===== src/rtl/prv32_muldiv_pkg.sv =====
// prv32_muldiv_pkg: funct3 codes, step count and state encoding for the M-extension unit.
package prv32_muldiv_pkg;
   localparam logic [2:0] MD_MUL    = 3'b000;
   localparam logic [2:0] MD_MULH   = 3'b001;
   localparam logic [2:0] MD_MULHSU = 3'b010;
   localparam logic [2:0] MD_MULHU  = 3'b011;
   localparam logic [2:0] MD_DIV    = 3'b100;
   localparam logic [2:0] MD_DIVU   = 3'b101;
   localparam logic [2:0] MD_REM    = 3'b110;
   localparam logic [2:0] MD_REMU   = 3'b111;
   localparam int MD_STEPS = 32;
   typedef enum logic [1:0] {MD_IDLE, MD_RUN, MD_FIX} md_state_e;
endpackage


===== src/rtl/prv32_muldiv.sv =====
// prv32_muldiv: iterative RV32M multiply/divide; shared 64-bit accumulator and 33-bit adder,
// fixed 33-cycle latency from start to done.
module prv32_muldiv
   import prv32_muldiv_pkg::*;
#(
   parameter int XLEN = 32
) (
   input  logic            clk,
   input  logic            rst,
   input  logic            kill,
   input  logic            start,
   input  logic [2:0]      op,
   input  logic [XLEN-1:0] a,
   input  logic [XLEN-1:0] b,
   output logic            busy,
   output logic            done,
   output logic [XLEN-1:0] r
);
   md_state_e state, state_n;
   logic [2:0]  op_q;
   logic        sa, sb, divz;
   logic [31:0] m;
   logic [63:0] acc, acc_n, pn, p;
   logic [4:0]  cnt;
   logic        sgn_a, sgn_b, is_div;
   logic [31:0] abs_a, abs_b, q, rm, res;
   logic [32:0] x, y;
   logic [33:0] sum;
   always_comb begin
      sgn_a = op != MD_MULHU && op != MD_DIVU && op != MD_REMU;
      sgn_b = sgn_a && op != MD_MULHSU;
      abs_a = (sgn_a && a[31]) ? -a : a;
      abs_b = (sgn_b && b[31]) ? -b : b;
   end
   // mul: acc = {partial, multiplier}; div: acc = {remainder, quotient}. m is multiplicand or divisor.
   always_comb begin
      is_div = op_q[2];
      x      = is_div ? acc[63:31] : {1'b0, acc[63:32]};
      y      = (is_div || acc[0]) ? {1'b0, m} : 33'd0;
      sum    = {1'b0, x} + {1'b0, is_div ? ~y : y} + {33'd0, is_div};
      acc_n  = !is_div ? {sum[32:0], acc[31:1]} :
               sum[33] ? {sum[31:0], acc[30:0], 1'b1} : {acc[62:0], 1'b0};
   end
   // The 64-bit negate doubles as the quotient negate; a zero divisor leaves |a| as remainder,
   // so REM/REMU return a without an explicit override.
   always_comb begin
      pn  = -acc;
      p   = (sa ^ sb) ? pn : acc;
      q   = divz ? 32'hFFFF_FFFF : (sa ^ sb) ? pn[31:0] : acc[31:0];
      rm  = sa ? -acc[63:32] : acc[63:32];
      res = op_q == MD_MUL ? p[31:0] : !op_q[2] ? p[63:32] : !op_q[1] ? q : rm;
   end
   always_comb begin
      state_n = kill ? MD_IDLE :
                state == MD_IDLE ? (start ? MD_RUN : MD_IDLE) :
                state == MD_RUN ? (cnt == 5'(MD_STEPS - 1) ? MD_FIX : MD_RUN) : MD_IDLE;
   end
   always_ff @(posedge clk) state <= rst ? MD_IDLE : state_n;
   always_ff @(posedge clk) begin
      if (rst) begin
         acc  <= '0;
         cnt  <= '0;
         r    <= '0;
         done <= 1'b0;
         op_q <= '0;
         sa   <= 1'b0;
         sb   <= 1'b0;
         m    <= '0;
         divz <= 1'b0;
      end else begin
         done <= 1'b0;
         if (!kill && state == MD_IDLE && start) begin
            op_q <= op;
            sa   <= sgn_a && a[31];
            sb   <= sgn_b && b[31];
            divz <= b == 32'd0;
            m    <= op[2] ? abs_b : abs_a;
            acc  <= {32'd0, op[2] ? abs_a : abs_b};
            cnt  <= '0;
         end else if (!kill && state == MD_RUN) begin
            acc <= acc_n;
            cnt <= cnt + 5'd1;
         end else if (!kill && state == MD_FIX) begin
            r    <= res;
            done <= 1'b1;
         end
      end
   end
   assign busy = state != MD_IDLE;
endmodule

===== config.mk =====
export PLATFORM = sky130hd
export DESIGN_NAME = prv32_muldiv
export DESIGN_NICKNAME = d
export VERILOG_FILES = /design/src/rtl/prv32_muldiv_pkg.sv /design/src/rtl/prv32_muldiv.sv
export SDC_FILE = /design/constraint.sdc
export NUM_CORES = 1
export LEC_CHECK = 0
export ABC_AREA = 1
export BUFFER_PORTS_ARGS = -buffer_cell sky130_fd_sc_hd__buf_2
export CAP_MARGIN = 20
export CELL_PAD_IN_SITES_DETAIL_PLACEMENT = 1
export CELL_PAD_IN_SITES_GLOBAL_PLACEMENT = 1
export CORE_ASPECT_RATIO = 1.1
export CORE_MARGIN = 5
export CORE_UTILIZATION = 25
export DETAILED_ROUTE_END_ITERATION = 8
export PLACE_DENSITY_LB_ADDON = 0.1
export SLEW_MARGIN = 20
export SYNTH_ARGS = -nofsm -noshare
export SYNTH_HDL_FRONTEND = slang
export SYNTH_SLANG_ARGS = --single-unit

===== constraint.sdc =====
create_clock -name clk -period 6.1 [get_ports clk]
set_input_delay 0.61 -clock clk [delete_from_list [all_inputs] [get_ports clk]]
set_output_delay 0.61 -clock clk [all_outputs]
set_load 0.02 [all_outputs]

Yosys cells after proc, flatten, opt, wreduce, memory -nomap -nowiden
Index checks and enable logic that the tools add are counted.
{ "word_totals": {"output_inout_bits": 34, "register_bits": 142} }
{ "classes": {"bitwise_logic": 4, "n_addsub": 7, "n_reduce_logical": 20, "mux": 23, "eq_ne": 7} }
{ "op_table": {"columns": ["operator", "n"], "rows": [
  ["2-to-1 mux 32 bit", 13],
  ["2-to-1 mux 64 bit", 3],
  ["negator 32 bit", 3],
  ["2-to-1 mux 33 bit", 2],
  ["negator 64 bit", 1],
  ["adder 33 x 33 -> 34 bit", 1],
  ["adder 34 x 1 -> 34 bit", 1],
  ["inverter 32 -> 33 bit", 1],
  ["logical NOT 32 bit", 1],
  ["logical AND 1 bit", 9],
  ["2-to-1 mux 2 bit", 3],
  ["inequality test 3 x 2 -> 1 bit (second input constant)", 2],
  ["inequality test 3 bit (second input constant)", 2],
  ["adder 5 x 1 -> 5 bit (second input constant)", 1],
  ["equality test 5 bit (second input constant)", 1],
  ["nonzero test 2 bit", 2],
  ["OR reduction 2 bit", 2],
  ["logical NOT 3 bit", 1],
  ["AND reduction 3 bit", 1],
  ["OR reduction 3 bit", 1],
  ["equality test 2 x 1 -> 1 bit (second input constant)", 1],
  ["equality test 2 bit (second input constant)", 1],
  ["logical NOT 2 bit", 1],
  ["2-to-1 mux 1 bit", 2],
  ["other kinds (4)", 5]
]} }

Longest topological paths before layout
{ "depth": {"depth_word": 10, "depth_mapped": 23, "ltp_nobuf": 20} }

Worst setup path after synthesis
OpenSTA, ideal clock, no wires.
{ "synth_timing": {"path_kind": "register to register", "startpoint": "register op_q[2]", "endpoint": "register acc[53]", "path_stages_with_launch": 20, "setup_ns": 0.117, "period_less_slack_ns": 3.064, "t_required_ns": 5.983, "slack_ns": 3.036, "arrival_time_ns": 2.947, "cell_sequence": "dfxtp_1 > buf_4 > buf_2 > clkbuf_1 > clkbuf_1 > a21oi_1 > o21ai_0 > inv_1 > ha_1 > a21oi_1 > o21ai_0 > a21oi_1 > nand3_2 > nand2_1 > nand2_4 > inv_4 > buf_4 > nand2_1 > a21oi_1 > nor2_1"} }
{ "synth_via": {"elab_chain_cells": 8, "word_cells_on_any_way": 9, "classes_between": "add/sub: 2; mux: 5; bitwise: 1; reduce/logical: 1"} }
{ "synth_lines": {"columns": ["element", "line_no", "source"], "rows": [
  ["start: declaration", "prv32_muldiv.sv:20", "logic [2:0] op_q;"],
  ["start signal: assignment", "prv32_muldiv.sv:73", "op_q <= op;"],
  ["logical OR 1 bit", "prv32_muldiv.sv:39", "y = (is_div || acc[0]) ? {1'b0, m} : 33'd0;"],
  ["2-to-1 mux 32 bit", "prv32_muldiv.sv:39", null],
  ["inverter 32 -> 33 bit", "prv32_muldiv.sv:40", "sum = {1'b0, x} + {1'b0, is_div ? ~y : y} + {33'd0, is_div};"],
  ["2-to-1 mux 33 bit", "prv32_muldiv.sv:40", null],
  ["adder 33 x 33 -> 34 bit", "prv32_muldiv.sv:40", null],
  ["adder 34 x 1 -> 34 bit", "prv32_muldiv.sv:40", null],
  ["2-to-1 mux 64 bit", "prv32_muldiv.sv:42", "sum[33] ? {sum[31:0], acc[30:0], 1'b1} : {acc[62:0], 1'b0};"],
  ["2-to-1 mux 64 bit *", "prv32_muldiv.sv:41", "acc_n = !is_div ? {sum[32:0], acc[31:1]} :"],
  ["end signal: assignment", "prv32_muldiv.sv:78", "acc <= {32'd0, op[2] ? abs_a : abs_b};"],
  ["end signal: assignment", "prv32_muldiv.sv:81", "acc <= acc_n;"],
  ["end: declaration", "prv32_muldiv.sv:23", "logic [63:0] acc, acc_n, pn, p;"]
]} }
Every way passes the cells marked *; elsewhere a longest branch is shown, timed or not.
A chain may end at the register's enable or synchronous reset.

Worst setup path in the final report
{ "layout_timing": {"startpoint": "register op_q[2]", "endpoint": "register acc[54]"} }
The elaborated chain is that of the path after synthesis.

==> results.toml <==
[outcome]
status = "complete, no violations"

[logic_synthesis]
ys_types = 52
synthArstFlopShare_pct = 0
synth_nets = 3049
synth_area_leader_cell = "nand2_1"
synth_warnings = 0
synth_most_common_cell = "nand2_1"
seq_area_frac_synth_pct = 18.0
synth_edf_count = 0
ys_ff_latch = 142
synth_top_flop_cell = "dfxtp_1"
yosys-top-cells-area = "nand2_1 23%, dfxtp_1 18%, o21ai_0 8.6%"
synth_top_area_share_pct = 23.0
synth_area_sq_um = 15800
avgSynthCellArea_sq_um = 5.37
yosys-top-cells-count = "967 x nand2_1, 340 x inv_1, 286 x nor2_1, 271 x o21ai_0, 269 x nand3_1"
synthCells = 2940

[placed_design]
place_hpwl_microns = 70300
place_ws_ns = 1.89
dp.cells = 3771
io_buffer_count = 104
gp_congestion = 0.943

[global_routing]
grt_overflow = 0
grt_use_total_pct = 24.4
grt_max_degree = 80
first_global_vias = 19700
grt_pass1_wl_microns = 126000
antenna_found_initial = 1

[route]
final_antenna_net_count = 0
vias = 19400
drtPass1Iterations = 5
drc = 0
viasPerCell = 5.11
drt-total-wl_microns = 85700
wire_per_inst_microns = 22.5
drt_iter0_markers = 1084

[finish]
nets = 3066
diodes = 0
fin_cells = 3802
drive_gt1_share_pct = 7.88
synthToLayoutAreaGrowth_pct = 11.5

[sta]
finalHoldViolCount = 0
worst_slack_ns = 1.88
fmax_mhz = 237
period_share_pct = 69.1
tightestPinTransition_ns = 1.11
rsz0062_at_grt = "no"
relSlewSlack_pct = 26.2
skew_ns = 0.0252
setup_tns_ns = 0
setup_violations = 0
fin_crit_ns = 4.22
drv_slew = 0

[power]
irDropWorstVdd_mv = 0.176
power_density_nw_per_um2 = 194
leakagePower_nw = 8.76

[cts]
postCtsSetupBuffers = 0
clkLatencyLatePin_ns = 0.49
numClockSinks = 142
h-tree-depth = 4
cts_root_buffer = "clkbuf_16"
postCtsHoldBufs = 0
cts_resized = 0
clk_pin_slew_ns = 0.08
cts_max_path_buffers = 2
cts_tree = "built"
numCtsBuffers = 17

[critical_path]
r2r_start = "op_q[2]$_SDFFE_PP0P_"
r2r-end = "acc[54]$_SDFFE_PP0P_"
worstSetupPathType = "reg2reg"
worstRegToRegCells = 20
critPathCaptureType = "register"
critPathLaunchType = "register"
worstPathMaxFanout = 78
cp.required_ns = 6.48
reg2reg_slack_ns = 1.88
setup.worst_path.end = "acc[54]$_SDFFE_PP0P_"
cp.arrival_ns = 4.59
critPathLaunch = "op_q[2]$_SDFFE_PP0P_"

[worst_hold_path]
hp-class = "in2reg"

[floorplan]
initial_utilization_pct = 25.3
die_area_sq_um = 68200
pin_count = 105
die_h_microns = 273
die_x_microns = 250
row_count = 96
coreArea_sq_um = 62500

[job]
cap_violations = 0
per-stage QoR:
stage               power, mW  hold WS (ns)  area, sq um  utilization (%)
floorplan                1.81         0.443        15800                -
global placement         2.27         0.451        17000             27.2
detailed placement       2.28         0.454        17000             27.2
CTS                      3.45         0.381        17600             28.1
global route             3.61         0.419        17600             28.1
finish                   3.41         0.420        17600             28.1
where the power goes:
part	switching, mW	leakage, nW	internal (mW)
registers	0.0912	1.16	0.967
clock network	0.495	0.295	0.644
logic	0.884	7.31	0.330
total	1.47	8.76	1.94
cell families (layout without fill, tap and decap cells):
group / after synthesis / after routing / share of synthesized area [%]
AND/OR/NAND/NOR: 1639 / 1639 / 43.3
AO/OA/AOI/OAI: 550 / 550 / 18.7
buffers and inverters: 486 / 515 / 12.2
flip-flops: 142 / 142 / 18.0
XOR/XNOR: 85 / 85 / 4.72
adder cells (fa/ha/maj): 38 / 38 / 3.06
how the worst min path moves through the flow:
| stage | depth (start not counted) | slack [ns] | endpoint | startpoint |
|---|---|---|---|---|
| 6_report | 3 | 0.42 | op_q[0]$_SDFFE_PP0P_ | op[0] |
| 3_3_place_gp | 2 | 0.45 | r[9]$_SDFFE_PP0P_ | r[9]$_SDFFE_PP0P_ |
| 3_5_place_dp | 2 | 0.45 | r[30]$_SDFFE_PP0P_ | r[30]$_SDFFE_PP0P_ |
| 5_1_grt | 3 | 0.42 | op_q[0]$_SDFFE_PP0P_ | op[0] |
| 4_1_cts | 3 | 0.38 | op_q[0]$_SDFFE_PP0P_ | op[0] |
| 2_1_floorplan | 2 | 0.44 | m[4]$_SDFFE_PP0P_ | m[4]$_SDFFE_PP0P_ |
cell type report:
class | instances | area (sq um)
clock inverters | 12 | 148
fillers | 8473 | 44900
clock buffers | 19 | 464
repair buffers | 130 | 728
inverters | 354 | 1330
well taps | 833 | 1040
multi-input cells | 2312 | 11000
flip-flops and latches | 142 | 2850
cell usage in the layout (no fill, tap or decap), types with 37 or more instances in the layout:
master   count
a21oi_1    176
buf_2      104
dfxtp_1    141
ha_1        37
inv_1      339
nand2_1    967
nand3_1    269
nor2_1     285
o21ai_0    271
xor2_1      69
routing by layer:
layer / GRT usage, % / part of all wire [%]
met2: 44.1 / 49
met5: 0 / 0
met1: 29.8 / 43
met3: 2.20 / 3.0
met4: 9.86 / 4.4
registers in the layout (all words and copies together), names as in the netlist, 2 cells and up:
register  flops
state         2
r            32
cnt           5
m            32
op_q          3
acc          64
critical path, stage by stage (launching register included):
cell and delay, ns:
dfxtp_4 0.55, nor2_2 0.68, buf_4 0.26, a21oi_1 0.04
o21ai_0 0.11, inv_1 0.07, ha_1 0.34, a21oi_1 0.37
o21ai_0 0.17, nand2_1 0.09, nand2_1 0.07, nand2_1 0.07
nand3_2 0.09, nand2_1 0.13, nand2_4 0.21, inv_4 0.42
nand2_1 0.09, nand2_1 0.08, nand3_1 0.07, nand2_1 0.09
inv_1 0.04
Power figures use the tool's default switching activity.
